[src/rtl/key_debounce_pkg.sv]
// Shared types and width helpers for the key debounce front end.
package key_debounce_pkg;

    typedef enum logic [1:0] {
        IDLE     = 2'd0,
        DB_PRESS = 2'd1,
        PRESSED  = 2'd2,
        DB_REL   = 2'd3
    } key_state_t;

    function automatic int db_cnt_width(input int debounce_cycles);
        return $clog2(debounce_cycles);
    endfunction

    function automatic int hold_cnt_width(input int long_cycles);
        return $clog2(long_cycles);
    endfunction

endpackage

[src/rtl/key_debounce_chan.sv]
// One key channel: 2-FF synchroniser, debounce FSM, hold timer and the
// registered level/pulse outputs.
module key_debounce_chan
    import key_debounce_pkg::*;
#(
    parameter int DEBOUNCE_CYCLES = 8192,
    parameter int LONG_CYCLES     = 50000000
) (
    input  logic clk_50m,
    input  logic rst_n,
    input  logic key_pressed,
    output logic key_level,
    output logic press_pulse,
    output logic release_pulse,
    output logic long_pulse
);

    localparam int DB_W   = db_cnt_width(DEBOUNCE_CYCLES);
    localparam int HOLD_W = hold_cnt_width(LONG_CYCLES);
    localparam logic [DB_W-1:0]   DB_LAST   = DB_W'(DEBOUNCE_CYCLES - 1);
    localparam logic [HOLD_W-1:0] HOLD_LAST = HOLD_W'(LONG_CYCLES - 1);
    localparam logic [HOLD_W-1:0] HOLD_PRE  = HOLD_W'(LONG_CYCLES - 2);

    logic              meta_r;
    logic              key_s_r;
    key_state_t        state_r;
    key_state_t        state_s;
    logic [DB_W-1:0]   db_cnt_r;
    logic [DB_W-1:0]   db_cnt_s;
    logic [HOLD_W-1:0] hold_cnt_r;
    logic [HOLD_W-1:0] hold_cnt_s;
    logic              level_r;
    logic              level_s;
    logic              press_r;
    logic              press_s;
    logic              release_r;
    logic              release_s;
    logic              long_r;
    logic              long_s;

    // Two-stage synchroniser for the asynchronous pad.
    always_ff @(posedge clk_50m or negedge rst_n) begin
        if (!rst_n) begin
            meta_r  <= 1'b0;
            key_s_r <= 1'b0;
        end else begin
            meta_r  <= key_pressed;
            key_s_r <= meta_r;
        end
    end

    // FSM state, counters and output registers.
    always_ff @(posedge clk_50m or negedge rst_n) begin
        if (!rst_n) begin
            state_r    <= IDLE;
            db_cnt_r   <= '0;
            hold_cnt_r <= '0;
            level_r    <= 1'b0;
            press_r    <= 1'b0;
            release_r  <= 1'b0;
            long_r     <= 1'b0;
        end else begin
            state_r    <= state_s;
            db_cnt_r   <= db_cnt_s;
            hold_cnt_r <= hold_cnt_s;
            level_r    <= level_s;
            press_r    <= press_s;
            release_r  <= release_s;
            long_r     <= long_s;
        end
    end

    // Next-state logic; pulses are decided on the transition edge so they
    // appear in the first cycle of the new state.
    always_comb begin
        state_s    = state_r;
        db_cnt_s   = db_cnt_r;
        hold_cnt_s = hold_cnt_r;
        level_s    = level_r;
        press_s    = 1'b0;
        release_s  = 1'b0;
        long_s     = 1'b0;
        case (state_r)
            IDLE: begin
                if (key_s_r) begin
                    state_s  = DB_PRESS;
                    db_cnt_s = '0;
                end else begin
                    state_s  = IDLE;
                end
            end
            DB_PRESS: begin
                if (!key_s_r) begin
                    state_s  = IDLE;
                    db_cnt_s = '0;
                end else if (db_cnt_r == DB_LAST) begin
                    state_s    = PRESSED;
                    press_s    = 1'b1;
                    level_s    = 1'b1;
                    hold_cnt_s = '0;
                end else begin
                    db_cnt_s = db_cnt_r + DB_W'(1);
                end
            end
            PRESSED: begin
                // Saturating hold timer keeps long_pulse to one per press.
                if (hold_cnt_r < HOLD_LAST) begin
                    hold_cnt_s = hold_cnt_r + HOLD_W'(1);
                    long_s     = (hold_cnt_r == HOLD_PRE);
                end else begin
                    hold_cnt_s = hold_cnt_r;
                end
                if (!key_s_r) begin
                    state_s  = DB_REL;
                    db_cnt_s = '0;
                end else begin
                    state_s  = PRESSED;
                end
            end
            DB_REL: begin
                if (key_s_r) begin
                    state_s = PRESSED;
                end else if (db_cnt_r == DB_LAST) begin
                    state_s    = IDLE;
                    release_s  = 1'b1;
                    level_s    = 1'b0;
                    hold_cnt_s = '0;
                end else begin
                    db_cnt_s = db_cnt_r + DB_W'(1);
                end
            end
            default: begin
                state_s    = IDLE;
                db_cnt_s   = '0;
                hold_cnt_s = '0;
                level_s    = 1'b0;
            end
        endcase
    end

    assign key_level     = level_r;
    assign press_pulse   = press_r;
    assign release_pulse = release_r;
    assign long_pulse    = long_r;

endmodule

[src/rtl/key_debounce_event.sv]
// Multi-channel push-button front end: polarity fix plus one independent
// debounce channel per key.
module key_debounce_event
    import key_debounce_pkg::*;
#(
    parameter int NUM_KEYS        = 2,
    parameter int DEBOUNCE_CYCLES = 8192,
    parameter int LONG_CYCLES     = 50000000,
    parameter bit KEY_ACTIVE_HIGH = 1'b1
) (
    input  logic                clk_50m,
    input  logic                rst_n,
    input  logic [NUM_KEYS-1:0] key_in,
    output logic [NUM_KEYS-1:0] key_level,
    output logic [NUM_KEYS-1:0] press_pulse,
    output logic [NUM_KEYS-1:0] release_pulse,
    output logic [NUM_KEYS-1:0] long_pulse
);

    logic [NUM_KEYS-1:0] pressed_s;

    assign pressed_s = key_in ~^ {NUM_KEYS{KEY_ACTIVE_HIGH}};

    for (genvar g = 0; g < NUM_KEYS; g++) begin : g_chan
        key_debounce_chan #(
            .DEBOUNCE_CYCLES(DEBOUNCE_CYCLES),
            .LONG_CYCLES    (LONG_CYCLES)
        ) u_chan (
            .clk_50m      (clk_50m),
            .rst_n        (rst_n),
            .key_pressed  (pressed_s[g]),
            .key_level    (key_level[g]),
            .press_pulse  (press_pulse[g]),
            .release_pulse(release_pulse[g]),
            .long_pulse   (long_pulse[g])
        );
    end

endmodule
[config.mk]
export PLATFORM = sky130hd
export DESIGN_NAME = key_debounce_event
export DESIGN_NICKNAME = d
export VERILOG_FILES = /design/src/rtl/key_debounce_pkg.sv /design/src/rtl/key_debounce_chan.sv /design/src/rtl/key_debounce_event.sv
export SDC_FILE = /design/constraint.sdc
export NUM_CORES = 1
export LEC_CHECK = 0
export CORE_MARGIN = 5
export CORE_UTILIZATION = 50
export DETAILED_ROUTE_END_ITERATION = 8
export GPL_ROUTABILITY_DRIVEN = 0
export PLACE_DENSITY = 0.66
export SYNTH_ARGS = -nofsm -noshare
export SYNTH_HDL_FRONTEND = slang
export SYNTH_SLANG_ARGS = --single-unit
export TNS_END_PERCENT = 30
[constraint.sdc]
create_clock -name clk_50m -period 2.56 [get_ports clk_50m]
set_input_delay 0.256 -clock clk_50m [delete_from_list [all_inputs] [get_ports clk_50m]]
set_output_delay 0.256 -clock clk_50m [all_outputs]
set_load 0.01 [all_outputs]
==> impl_metrics.env, run 1 <==
export IMPL_cap_violations=0
export IMPL_fp_coreArea_um2=10300
export IMPL_synth_async_reset_ratio=1.00
export IMPL_ir_worst_vdd_uv=324
export IMPL_power_switching_mw=0.650
export IMPL_clk_path_buf_depth=2
export IMPL_n_fill_cell=949
export IMPL_synth_fp_nets=604
export IMPL_leakagePower_nw=2.38
export IMPL_clock_fmax_mhz=418
export IMPL_final_cell_area_um2=5700
export IMPL_io_pins=12
export IMPL_grt_pass1_vias=4203
export IMPL_h_tree_depth=3
export IMPL_rows=37
export IMPL_path_clk_slew_ps=90
export IMPL_yosysTopAreaCell="dfrtp_1"
export IMPL_crit_buf_inv=1
export IMPL_p_seq_frac=0.575
export IMPL_synthesis_instances=594
export IMPL_drtPass1Iterations=5
export IMPL_dp_slack_ps=168
export IMPL_cpLargestDelayFamily="simple AND/OR/NAND/NOR gates"
export IMPL_synth_enable_flop_cells=0
export IMPL_arrival_ps=2650
export IMPL_yosysSeqAreaShare=0.450
export IMPL_n_antenna_cell=0
export IMPL_synth_area_top_cells="dfrtp_1 45%, nor2_1 4.9%, o21ai_0 4.3%"
export IMPL_place_area_um2=5490
export IMPL_cp_data_required_time_ps=2820
export IMPL_finalCritPeriodShare=0.934
export IMPL_clock_root_buffer="clkbuf_8"
export IMPL_final_cell_mix="94 x dfrtp_1, 68 x nor2_1, 51 x nand2_1"
export IMPL_track_usage=0.185
export IMPL_die_w_um=112
export IMPL_gr_total_overflow=0
export IMPL_startpoint_type="flop"
export IMPL_viasPerCell=5.93
export IMPL_rsz0062_at_grt="false"
export IMPL_ys_warnings_count=0
export IMPL_cp_startpoint="g_chan[0].u_chan.hold_cnt_r[16]"
export IMPL_hold_viol=0
export IMPL_outcome="complete, no violations"
export IMPL_drt_drc_violations_left=0
export IMPL_hp_class="in -> reg"
export IMPL_finalSetupTns_ps=0
export IMPL_cp_max_fo=18
export IMPL_wl_per_cell_um=15.0
export IMPL_period_needed_ps=2390
export IMPL_p_int_mw=2.01
export IMPL_cts_buffers=9
export IMPL_clockPowerShare=0.384
export IMPL_mostFrequentLayoutCell="dfrtp_1"
export IMPL_cts_setup_buffers=0
export IMPL_max_slew_margin=0.624
export IMPL_die_area_um2=12600
export IMPL_vias=4397
export IMPL_synth_top_area_frac=0.450
export IMPL_dp_hpwl_um=7660
export IMPL_worst_path_stages=7
export IMPL_end_kind="flop"
export IMPL_port_buffer_count=11
export IMPL_cts_tree="done"
export IMPL_critPathMaxStageDelay_ps=450
export IMPL_slowest_stage="dfrtp_1"
export IMPL_crit_end="g_chan[0].u_chan.hold_cnt_r[4]"
export IMPL_reg2reg_to="g_chan[0].u_chan.hold_cnt_r[4]"
export IMPL_worstReg2RegStart="g_chan[0].u_chan.hold_cnt_r[16]"
export IMPL_p_comb_frac=0.041
export IMPL_fin_total_pwr_mw=2.66
export IMPL_swShare=0.245
export IMPL_ys_seq_elements=94
export IMPL_yosys_most_used_dff="dfrtp_1"
export IMPL_layout_setup_ws_ps=170
export IMPL_worstSetupPathType="reg -> reg"
export IMPL_cp_cell_sequence="or3_1, or4_1, o31a_1, a21oi_4, buf_4, o21ai_0, o31ai_1"
export IMPL_dr_first_iter_drc_count=364
export IMPL_clock_latency_ps=370
export IMPL_drtAntennaViolNets=0
export IMPL_dp_cells=725
export IMPL_routed_wl_um=11200
export IMPL_slew_viol_final=0
export IMPL_syn_to_final_growth_pct=9.04
export IMPL_antenna_found_initial=0
export IMPL_finalClockSkew_ps=10.2
export IMPL_powerDensity_nw_per_um2=466
export IMPL_nets=611
export IMPL_netlist_area_um2=5230
export IMPL_floorplan_initialDensity=0.509
export IMPL_tightest_slew_ps=564
export IMPL_grt_start_max_net_pins=52
export IMPL_synth_area_per_cell_um2=8.80
export IMPL_setup_viol=0
export IMPL_worstRegToRegCells=7
export IMPL_final_cells=742
export IMPL_synth_distinct_cells=54
export IMPL_drive_above_1_share=0.0693
export IMPL_die_height_um=112
export IMPL_grt_first_pass_wirelength_um=19500
export IMPL_reg2reg_slack_ps=170
export IMPL_clock_sinks=94
-- metal layers --
metal / GRT usage / routed length, um
met1: 0.255 / 5300
met2: 0.298 / 5150
met3: 0.0248 / 488
met4: 0.0729 / 211
met5: 0 / 0
-- worst register-to-register path, cell delays in order, from the launching register on --
cell and delay [ps]:
dfrtp_1 450, or3_1 390, or4_1 430, o31a_1 380, a21oi_4 190, buf_4 230, o21ai_0 120, o31ai_1 90
-- stage by stage --
step / hold WS (ps) / utilization
5_1_grt: 307 / 0.555
4_1_cts: 299 / 0.555
6_report: 319 / 0.555
3_3_place_gp: 295 / 0.534
3_5_place_dp: 292 / 0.534
2_1_floorplan: -39.6 / -
-- sequential cells by signal, summed over array words and instances (netlist names), named ones only --
name,cells
g_chan.u_chan.long_pulse,2
g_chan.u_chan.release_pulse,2
g_chan.u_chan.key_s_r,2
g_chan.u_chan.meta_r,2
g_chan.u_chan.key_level,2
g_chan.u_chan.db_cnt_r,26
g_chan.u_chan.press_pulse,2
g_chan.u_chan.state_r,2
g_chan.u_chan.hold_cnt_r,52
-- timing repair --
action / 4_1_cts / 5_1_grt
endpoints found under the hold margin: 43 / 0
hold buffers: 1 / 0
resized for setup: 0 / 0
setup endpoints to repair: 0 / 1
-- how the worst min path moves through the flow --
stage / depth (start not counted) / end / slack, ps / startpoint
2_1_floorplan: 0 / async pin / -40 / rst_n
3_3_place_gp: 1 / g_chan[0].u_chan.hold_cnt_r[13] / 290 / rst_n
3_5_place_dp: 1 / g_chan[0].u_chan.hold_cnt_r[13] / 290 / rst_n
4_1_cts: 1 / g_chan[1].u_chan.meta_r / 300 / key_in[1]
5_1_grt: 1 / g_chan[1].u_chan.meta_r / 310 / key_in[1]
6_report: 1 / g_chan[1].u_chan.meta_r / 320 / key_in[1]
-- cell type report --
class	count	area, um^2	area share
Clock buffer	9	124	0.0217
Clock inverter	7	82.6	0.0145
Inverter	13	48.8	0.00856
Multi-Input combinational cell	449	2630	0.461
Sequential cell	94	2350	0.412
Tap cell	136	170	0.0298
Timing Repair Buffer	34	295	0.0518
-- logic make-up after synthesis --
group / share of synthesized area
adders and majority gates: 0.0144
buffers and inverters: 0.0474
muxes: 0.0289
and+or+nand+nor: 0.251
AOI/OAI and AO/OA: 0.172
DFF: 0.450
xor gates and xnor gates: 0.0368
-- synthesized netlist by cell type, types with 2 or more instances --
library cell,n
a211oi_1,3
a21o_1,3
a21oi_1,29
a22o_1,2
a22oi_1,4
a31oi_1,17
a32oi_1,2
and2_1,7
and3_1,11
and4_1,13
buf_4,9
buf_6,3
clkbuf_1,25
dfrtp_1,94
ha_1,6
inv_1,13
mux2i_1,14
nand2_1,51
nand2b_1,9
nand3_1,36
nand4_1,21
nor2_1,68
nor2b_1,6
nor3_1,18
nor4_1,7
o211a_1,2
o211ai_1,2
o21ai_0,45
o21ai_1,4
o22ai_1,3
o31ai_1,16
o41ai_1,3
or3_1,7
xnor2_1,9
xor2_1,13
-- power groups by stage --
stage               clock, mW  combinational (mW)  sequential (mW)
finish                   1.02               0.108             1.53
global route             1.11               0.127             1.53
CTS                      1.06               0.113             1.53
detailed placement          0               0.110             1.56
global placement            0               0.104             1.56
floorplan                   0              0.0643             1.55
Power figures use the tool's default switching activity.
==> run 2: changes to the inputs <==
HOLD_SLACK_MARGIN = 0.02   (was unset)
==> results of run 2 <==
The final DEF is identical to that of run 1; final timing and power are the same.
==> run 3: changes to the inputs <==
GPL_TIMING_DRIVEN = 0   (was unset)
==> impl_metrics.env, run 3 (same netlist as run 1, synthesis figures left out) <==
export IMPL_nets=633
export IMPL_largest_registers="g_chan.u_chan.hold_cnt_r: 52 flops, g_chan.u_chan.db_cnt_r: 26 flops"
export IMPL_wl_met1_um=5740
export IMPL_clock_fmax_mhz=406
export IMPL_clockPowerShare=0.407
export IMPL_dp_hpwl_um=8260
export IMPL_startpoint_type="flop"
export IMPL_grt_pass1_vias=4366
export IMPL_dr_max_layer_used="met4"
export IMPL_drtAntennaViolNets=0
export IMPL_outcome="complete, no violations"
export IMPL_powerDensity_nw_per_um2=472
export IMPL_period_needed_ps=2460
export IMPL_ir_worst_vdd_uv=264
export IMPL_cp_cell_sequence="or3_1, or4_1, o31a_1, buf_6, a21oi_4, buf_6, o21ai_0, o41ai_1"
export IMPL_cp_data_required_time_ps=2830
export IMPL_rows=37
export IMPL_setup_viol=0
export IMPL_final_cell_area_um2=5840
export IMPL_worstSetupPathType="reg -> reg"
export IMPL_worstRegToRegCells=8
export IMPL_p_comb_frac=0.042
export IMPL_track_usage=0.200
export IMPL_leakagePower_nw=2.42
export IMPL_fp_coreArea_um2=10300
export IMPL_viasPerCell=5.95
export IMPL_routed_wl_um=12100
export IMPL_hp_class="in -> reg"
export IMPL_grt_first_pass_wirelength_um=21000
export IMPL_die_area_um2=12600
export IMPL_clk_path_buf_depth=2
export IMPL_io_pins=12
export IMPL_floorplan_initialDensity=0.509
export IMPL_grt_start_max_net_pins=67
export IMPL_cts_buffers=9
export IMPL_hold_depth=1
export IMPL_cpLargestDelayFamily="simple AND/OR/NAND/NOR gates"
export IMPL_port_buffer_count=11
export IMPL_cts_tree="done"
export IMPL_antenna_found_initial=0
export IMPL_cap_violations=0
export IMPL_slew_viol_final=0
export IMPL_finalCritPeriodShare=0.961
export IMPL_cp_max_fo=10
export IMPL_n_fill_cell=981
export IMPL_hold_viol=0
export IMPL_finalClockSkew_ps=5.93
export IMPL_fin_total_pwr_mw=2.76
export IMPL_p_int_mw=2.11
export IMPL_place_area_um2=5540
export IMPL_die_height_um=112
export IMPL_met2_length_um=5630
export IMPL_syn_to_final_growth_pct=11.7
export IMPL_final_cell_mix="94 x dfrtp_1, 68 x nor2_1, 50 x nand2_1"
export IMPL_power_switching_mw=0.652
export IMPL_max_slew_margin=0.474
export IMPL_die_w_um=112
export IMPL_wl_per_cell_um=15.8
export IMPL_path_clk_slew_ps=90
export IMPL_gr_total_overflow=0
export IMPL_worst_path_stages=8
export IMPL_largest_reg_flops=52
export IMPL_drt_drc_violations_left=0
export IMPL_critPathMostFrequentCell="buf_6"
export IMPL_critPathMaxStageDelay_ps=440
export IMPL_drive_above_1_share=0.0717
export IMPL_met3_length_um=522
export IMPL_tightest_slew_ps=783
export IMPL_clock_root_buffer="clkbuf_8"
export IMPL_swShare=0.236
export IMPL_crit_buf_inv=2
export IMPL_clock_sinks=94
export IMPL_n_antenna_cell=0
export IMPL_slowest_stage="dfrtp_1"
export IMPL_rsz0062_at_grt="false"
export IMPL_drtPass1Iterations=5
export IMPL_end_kind="flop"
export IMPL_arrival_ps=2730
export IMPL_vias=4549
export IMPL_regMostFlops="g_chan.u_chan.hold_cnt_r"
export IMPL_p_seq_frac=0.551
export IMPL_mostFrequentLayoutCell="dfrtp_1"
export IMPL_dr_first_iter_drc_count=304
export IMPL_clock_latency_ps=370
export IMPL_h_tree_depth=3
==> run 3: changes by cell type in the layout (fill, tap and decap cells not counted), moves of 2 or more <==
cell      previous run  this run
clkinv_4             2         0
clkbuf_1             0        23
clkbuf_2             0         3
nor4_2               0         2
nor4_1               7         5
buf_6                0         3
buf_4               22        14
==> run 3: power by group through the flow <==
stage / sequential (mW) / combinational, mW / clock, mW
floorplan: 1.55 / 0.0643 / 0
global placement: 1.55 / 0.110 / 0
detailed placement: 1.55 / 0.118 / 0
CTS: 1.52 / 0.120 / 1.16
global route: 1.52 / 0.138 / 1.22
finish: 1.52 / 0.116 / 1.12
==> run 3: through the flow <==
step | instances | setup slack, ps | hold WS, ps | setup TNS, ps | utilization
final | 764 | 98.9 | 309 | 0 | 0.568
after global routing | 764 | 2.88 | 294 | 0 | 0.568
after CTS | 761 | 16.0 | 290 | 0 | 0.564
after detailed placement | 742 | -37.3 | 213 | -156 | 0.539
after global placement | 741 | -2300 | 332 | -215580 | 0.536
after floorplan | 594 | 344 | -39.6 | 0 | -
==> run 3: final timing paths <==
kind	start	endpoint	slack [ps]
max reg2reg	g_chan[0].u_chan.hold_cnt_r[16]	g_chan[0].u_chan.hold_cnt_r[15]	100
min in group asynchronous	rst_n	g_chan[0].u_chan.hold_cnt_r[9]	350
max in group asynchronous	rst_n	g_chan[1].u_chan.release_pulse	1580
min reg2reg	g_chan[1].u_chan.meta_r	g_chan[1].u_chan.key_s_r	360
max	g_chan[0].u_chan.hold_cnt_r[16]	g_chan[0].u_chan.hold_cnt_r[15]	100
min	key_in[1]	g_chan[1].u_chan.meta_r	310
==> run 3: final cells by class <==
| type | instances | area [um^2] | area share |
|---|---|---|---|
| clock buffers | 9 | 124 | 0.0212 |
| flip-flops and latches | 94 | 2350 | 0.403 |
| plain buffers | 38 | 203 | 0.0347 |
| clock inverters | 7 | 104 | 0.0178 |
| multi-input cells | 450 | 2670 | 0.456 |
| repair buffers | 17 | 175 | 0.0300 |
| inverters | 13 | 48.8 | 0.00835 |
| well taps | 136 | 170 | 0.0291 |
==> run 3: what timing repair did <==
item / 4_1_cts / 5_1_grt
endpoints found under the setup margin: 13 / 32
gates cloned: 0 / 1
endpoints found under the hold margin: 28 / 0
hold buffers: 1 / 0
pin swaps: 2 / 1
gates resized for setup: 2 / 8
setup buffers: 2 / 2
==> run 3: routing by layer <==
| layer | GRT usage | vias up |
|---|---|---|
| met4 | 0.0761 | 0 |
| met3 | 0.0280 | 14 |
| met1 | 0.283 | 2209 |
| met5 | 0 | - |
| met2 | 0.315 | 114 |
| li1 | - | 2212 |
